### src/rtl/ir_pkg.sv
// Shared definitions for the instruction fetch register: fill-state enum,
// byte-counter width and the byte-to-lane mapping.
package ir_pkg;

    // FILL: bytes are being collected, IROut not valid. HOLD: IROut valid.
    typedef enum logic {
        FILL = 1'b0,
        HOLD = 1'b1
    } fill_state_e;

    localparam int unsigned NUM_BYTES_DEF = 2;
    localparam int unsigned IDX_W         = $clog2(NUM_BYTES_DEF);

    // Lane of the assembly register that receives byte number idx.
    function automatic int unsigned lane_of(input int unsigned idx,
                                            input int unsigned num_bytes,
                                            input bit          msb_first);
        return msb_first ? (num_bytes - 1 - idx) : idx;
    endfunction

endpackage

### src/rtl/ir_byte_assembler.sv
// Byte counter, lane decode and assembly register. Produces the word with the
// current byte merged in and a strobe in the cycle the final byte is accepted.
module ir_byte_assembler
    import ir_pkg::*;
#(
    parameter int unsigned BYTE_W    = 8,
    parameter int unsigned NUM_BYTES = 2,
    parameter bit          MSB_FIRST = 1'b1
) (
    input  logic                         Clock,
    input  logic                         Reset_n,
    input  logic                         flush,
    input  logic                         accept,
    input  logic [BYTE_W-1:0]            data,
    output logic [$clog2(NUM_BYTES)-1:0] byte_idx,
    output logic [BYTE_W*NUM_BYTES-1:0]  word,
    output logic                         complete
);

    localparam int unsigned IW   = BYTE_W * NUM_BYTES;
    localparam int unsigned IdxW = $clog2(NUM_BYTES);
    localparam logic [IdxW-1:0] LastIdx = IdxW'(NUM_BYTES - 1);

    logic [IdxW-1:0] idx_q, idx_d;
    logic [IW-1:0]   asm_q;

    // Merge the accepted byte into its lane; word equals asm_q when idle.
    always_comb begin
        word = asm_q;
        for (int unsigned l = 0; l < NUM_BYTES; l++) begin
            if (accept && (lane_of(32'(idx_q), NUM_BYTES, MSB_FIRST) == l)) begin
                word[l*BYTE_W +: BYTE_W] = data;
            end
        end
    end

    assign complete = accept && (idx_q == LastIdx);
    assign byte_idx = idx_q;

    // Next byte index: cleared by flush, advances and wraps on each accept.
    always_comb begin
        idx_d = idx_q;
        if (flush) begin
            idx_d = '0;
        end else if (accept) begin
            idx_d = (idx_q == LastIdx) ? '0 : idx_q + 1'b1;
        end
    end

    // Counter and assembly register; lanes are never cleared between fills.
    always_ff @(posedge Clock or negedge Reset_n) begin
        if (!Reset_n) begin
            idx_q <= '0;
            asm_q <= '0;
        end else begin
            idx_q <= idx_d;
            asm_q <= word;
        end
    end

endmodule

### src/rtl/instruction_fetch_register.sv
// Instruction register assembled from a byte-serial memory stream, presented
// to the decoder with an IRValid/IRTake handshake.
// Optional feature: define IR_PREFETCH_EN to add a one-entry shadow register
// so the next instruction can fill while the current one waits to be taken.
module instruction_fetch_register
    import ir_pkg::*;
#(
    parameter int unsigned BYTE_W    = 8,
    parameter int unsigned NUM_BYTES = 2,
    parameter bit          MSB_FIRST = 1'b1
) (
    input  logic                         Clock,
    input  logic                         Reset_n,
    input  logic [BYTE_W-1:0]            I,
    input  logic                         Write,
    output logic                         Ready,
    input  logic                         Flush,
    output logic [BYTE_W*NUM_BYTES-1:0]  IROut,
    output logic                         IRValid,
    input  logic                         IRTake,
    output logic [$clog2(NUM_BYTES)-1:0] ByteIdx
);

    localparam int unsigned IW = BYTE_W * NUM_BYTES;

    fill_state_e   state_q, state_d;
    logic [IW-1:0] ir_q, ir_d;
    logic [IW-1:0] word;
    logic          accept;
    logic          complete;
    logic          take;

`ifdef IR_PREFETCH_EN
    logic [IW-1:0] shadow_q, shadow_d;
    logic          shadow_valid_q, shadow_valid_d;

    assign Ready = !shadow_valid_q;
`else
    assign Ready = (state_q == FILL);
`endif

    assign IRValid = (state_q == HOLD);
    assign IROut   = ir_q;
    assign take    = IRTake && IRValid;
    // Bytes offered during a flush are discarded.
    assign accept  = Write && Ready && !Flush;

    ir_byte_assembler #(
        .BYTE_W   (BYTE_W),
        .NUM_BYTES(NUM_BYTES),
        .MSB_FIRST(MSB_FIRST)
    ) u_assembler (
        .Clock   (Clock),
        .Reset_n (Reset_n),
        .flush   (Flush),
        .accept  (accept),
        .data    (I),
        .byte_idx(ByteIdx),
        .word    (word),
        .complete(complete)
    );

    // Fill FSM next state plus IROut / shadow loading.
    always_comb begin
        state_d = state_q;
        ir_d    = ir_q;
`ifdef IR_PREFETCH_EN
        shadow_d       = shadow_q;
        shadow_valid_d = shadow_valid_q;
`endif
        if (Flush) begin
            state_d = FILL;
`ifdef IR_PREFETCH_EN
            shadow_valid_d = 1'b0;
`endif
        end else begin
`ifdef IR_PREFETCH_EN
            // Shadow is full only when Ready is low, so completion never
            // coincides with a shadow-to-IROut transfer.
            if (complete && (!IRValid || take)) begin
                ir_d    = word;
                state_d = HOLD;
            end else if (complete) begin
                shadow_d       = word;
                shadow_valid_d = 1'b1;
            end else if (take && shadow_valid_q) begin
                ir_d           = shadow_q;
                shadow_valid_d = 1'b0;
                state_d        = HOLD;
            end else if (take) begin
                state_d = FILL;
            end
`else
            case (state_q)
                FILL: begin
                    if (complete) begin
                        ir_d    = word;
                        state_d = HOLD;
                    end
                end
                HOLD: begin
                    if (take) begin
                        state_d = FILL;
                    end
                end
                default: state_d = FILL;
            endcase
`endif
        end
    end

    // State registers.
    always_ff @(posedge Clock or negedge Reset_n) begin
        if (!Reset_n) begin
            state_q <= FILL;
            ir_q    <= '0;
`ifdef IR_PREFETCH_EN
            shadow_q       <= '0;
            shadow_valid_q <= 1'b0;
`endif
        end else begin
            state_q <= state_d;
            ir_q    <= ir_d;
`ifdef IR_PREFETCH_EN
            shadow_q       <= shadow_d;
            shadow_valid_q <= shadow_valid_d;
`endif
        end
    end

endmodule
### config.mk
export PLATFORM = sky130hd
export DESIGN_NAME = instruction_fetch_register
export DESIGN_NICKNAME = d
export VERILOG_FILES = /design/src/rtl/ir_pkg.sv /design/src/rtl/ir_byte_assembler.sv /design/src/rtl/instruction_fetch_register.sv
export SDC_FILE = /design/constraint.sdc
export NUM_CORES = 1
export LEC_CHECK = 0
export BUFFER_PORTS_ARGS = -buffer_cell sky130_fd_sc_hd__buf_2
export CAP_MARGIN = 20
export CORE_UTILIZATION = 51
export CTS_BUF_LIST = sky130_fd_sc_hd__clkbuf_4
export CTS_CLUSTER_DIAMETER = 40
export DETAILED_ROUTE_END_ITERATION = 10
export GPL_ROUTABILITY_DRIVEN = 1
export PLACE_DENSITY = 0.8
export SLEW_MARGIN = 0
export SYNTH_ARGS = -nofsm -noshare
export SYNTH_HDL_FRONTEND = slang
export SYNTH_SLANG_ARGS = --single-unit
### constraint.sdc
create_clock -name Clock -period 1.5 [get_ports Clock]
set_input_delay 0.075 -clock Clock [delete_from_list [all_inputs] [get_ports Clock]]
set_output_delay 0.075 -clock Clock [all_outputs]
set_load 0.01 [all_outputs]
==> reports/metrics.cfg <==
[run_status]
status = finished, final reports clean

[place]
dp.cells = 149
globalplace.congestion = 0.757
io_buffers = 31
hpwl_mm = 1.43

[flow_run]
max-cap-violations = 0

[timing]
fin_skew_ns = 0.0155
min_period_ns = 1.43
rsz0062_at_grt = no
maxSlewHeadroom_pct = 62.4
clock.fmax_mhz = 699
hold_violations = 0
fin_crit_sh_pct = 95.4
setup_viol = 0
setup_tns_ns = 0
tightest_slew_ns = 0.564
maxSlewViolCount = 0

[grt]
grt_pass1_vias = 729
grt_usage_pct = 20.5
grt_pass1_wl_mm = 3.13
antenna_found_initial = 0
overflow = 0
grt_max_degree = 27

[critical_path]
start_kind = register
crit_slowest_cell = dfrtp_1
cp_cell_sequence = nor2b_4 > nor3b_4 > buf_12 > mux2_2
path_delay_family = flip-flops
setup.worst_path.end_class = register
cp.arrival_ns = 1.65
worst-path-max-fanout = 8
crit_type = reg -> reg
cpPeakStageDelay_ns = 0.47
crit_buf_inv = 1
required_ns = 1.71

[clock_network]
clkTransAtPathRegs_ns = 0.13
htree_num_levels = 1
clk_latency_ns = 0.33
clkSinkCount = 26
cts_buffers = 3
cts_resized = 0
clockBufferDepth = 2
cts_tree = yes
cts_root_buf = clkbuf_4

[power_and_ir_drop]
p_leak_nw = 0.731
ir_drop_mv = 1.03
powerDensity_nw_per_um2 = 1500

[detailed_routing]
num_vias = 787
ant_nets = 0
viasPerCell = 4.80
wire_per_inst_um = 12.7
drt_drc_violations_left = 0
drt_iter0_markers = 18
routed_wl_mm = 2.08
dr.pass1.iters = 4

[synthesis]
synth.net_count = 110
synth_cells = 97
synth_top_cell_by_area = dfrtp_1
synth_seq_cells = 26
synth_top_cells_by_area = dfrtp_1 (63%), nand2_1 (17%), mux2_2 (8.7%), nor3b_4 (1.8%), nor2b_4 (1.3%)
ys_types = 16
ys_warn_count = 0
synth_top_area_share_pct = 62.8
yosysSeqAreaShare_pct = 62.8
syn_area_um2 = 1040
synth.avg_cell_area_um2 = 10.7

[die]
dieHeight_um = 47.1
num_rows = 15
die_w_um = 47.1
core_um2 = 1820
ioPinCount = 32
dieArea_um2 = 2220
initial_core_util_pct = 56.9

[final_layout]
final_cell_mix = nand2_1 (48), buf_2 (31), dfrtp_1 (26), dlygate4sd3_1 (10), mux2_2 (8)
drive_gt1_share_pct = 34.5
instances_no_fill = 164
syn2layout_area_growth_pct = 32.9
seqCellArea_um2 = 651
fin_nets = 153
num-fill-cells = 140
multiInputGateArea_um2 = 355
layout_commonest_cell = nand2_1
antenna_cells = 0

[worst_hold_path]
hold_path_class = in -> reg

==> through the flow <==
step | total power, mW | instance area, um^2 | setup WS [ns] | hold WS, ns | util (%)
final | 2.07 | 1380 | 0.0685 | 0.0956 | 75.6
after global routing | 2.19 | 1380 | 0.0226 | 0.0945 | 75.6
after CTS | 2.09 | 1380 | 0.0759 | 0.0896 | 75.6
after detailed placement | 1.59 | 1200 | 0.00352 | 0.0994 | 66.1
after global placement | 1.55 | 1200 | 0.0711 | 0.0877 | 66.1
after floorplan | 1.33 | 1040 | 0.0860 | -0.221 | -
==> cell families after synthesis <==
logic type	Yosys count	share of synthesized area [%]
multiplexers	8	8.70
AND/OR/NAND/NOR	55	24.2
XOR/XNOR	1	0.846
buffers and inverters	6	2.90
AO/OA/AOI/OAI	1	0.604
flip-flops	26	62.8
==> power by group <==
part | internal (mW) | leakage (nW) | switching [mW]
clock | 0.270 | 0.0279 | 0.210
combinational | 0.269 | 0.381 | 0.286
sequential | 0.917 | 0.322 | 0.118
total | 1.46 | 0.731 | 0.614
==> worst paths after layout <==
path	start	endpoint	slack, ns	cells after the start
hold / removal	Write	IRValid	0.1	3
min in group asynchronous	Reset_n	u_assembler.asm_q[9]	0.25	2
setup reg to reg	IRValid	u_assembler.asm_q[13]	0.07	4
setup / recovery	IRValid	u_assembler.asm_q[13]	0.07	4
max in group asynchronous	Reset_n	IROut[14]	0.86	2
hold reg to reg	u_assembler.asm_q[10]	IROut[10]	0.49	2
==> metal layers <==
metal  vias to the layer above  GRT usage (%)  wire [um]
met5                         -              0          0
met4                         0           6.86         24
met3                         4           3.46         78
met2                        25           35.3       1080
met1                       374           26.2        892
li1                        384              -          -
==> Yosys cell counts <==
| library cell | number |
|---|---|
| nor2b_4 | 1 |
| buf_2 | 2 |
| mux2_2 | 8 |
| a31oi_1 | 1 |
| nand2_1 | 48 |
| nand4bb_1 | 1 |
| inv_1 | 1 |
| and4bb_2 | 1 |
| dfrtp_1 | 26 |
| xnor2_1 | 1 |
| clkbuf_1 | 1 |
| nor2_1 | 2 |
| buf_4 | 1 |
| nor3b_4 | 1 |
| nor2b_1 | 1 |
| clkbuf_2 | 1 |
==> flip-flops by register name, summed over array words and instances, names as in the netlist <==
name / count
IROut: 16
IRValid: 1
u_assembler.asm_q: 8
u_assembler.byte_idx: 1
==> layout make-up <==
type / count / share of cell area (%)
clock buffers: 3 / 1.64
clock inverters: 1 / 2.18
inverters: 1 / 0.273
multi-input cells: 65 / 25.8
flip-flops and latches: 26 / 47.3
well taps: 25 / 2.27
repair buffers: 43 / 20.5
==> tightest hold or removal path, stage by stage <==
cell     delay (ns)
buf_2          0.12
a31oi_1        0.10
nor2_1         0.08
==> repair_timing <==
action	CTS	global route
hold buffers	10	0
hold endpoints to repair	41	0
buffers inserted	1	0
setup endpoints to repair	4	0
Power figures use the tool's default switching activity.
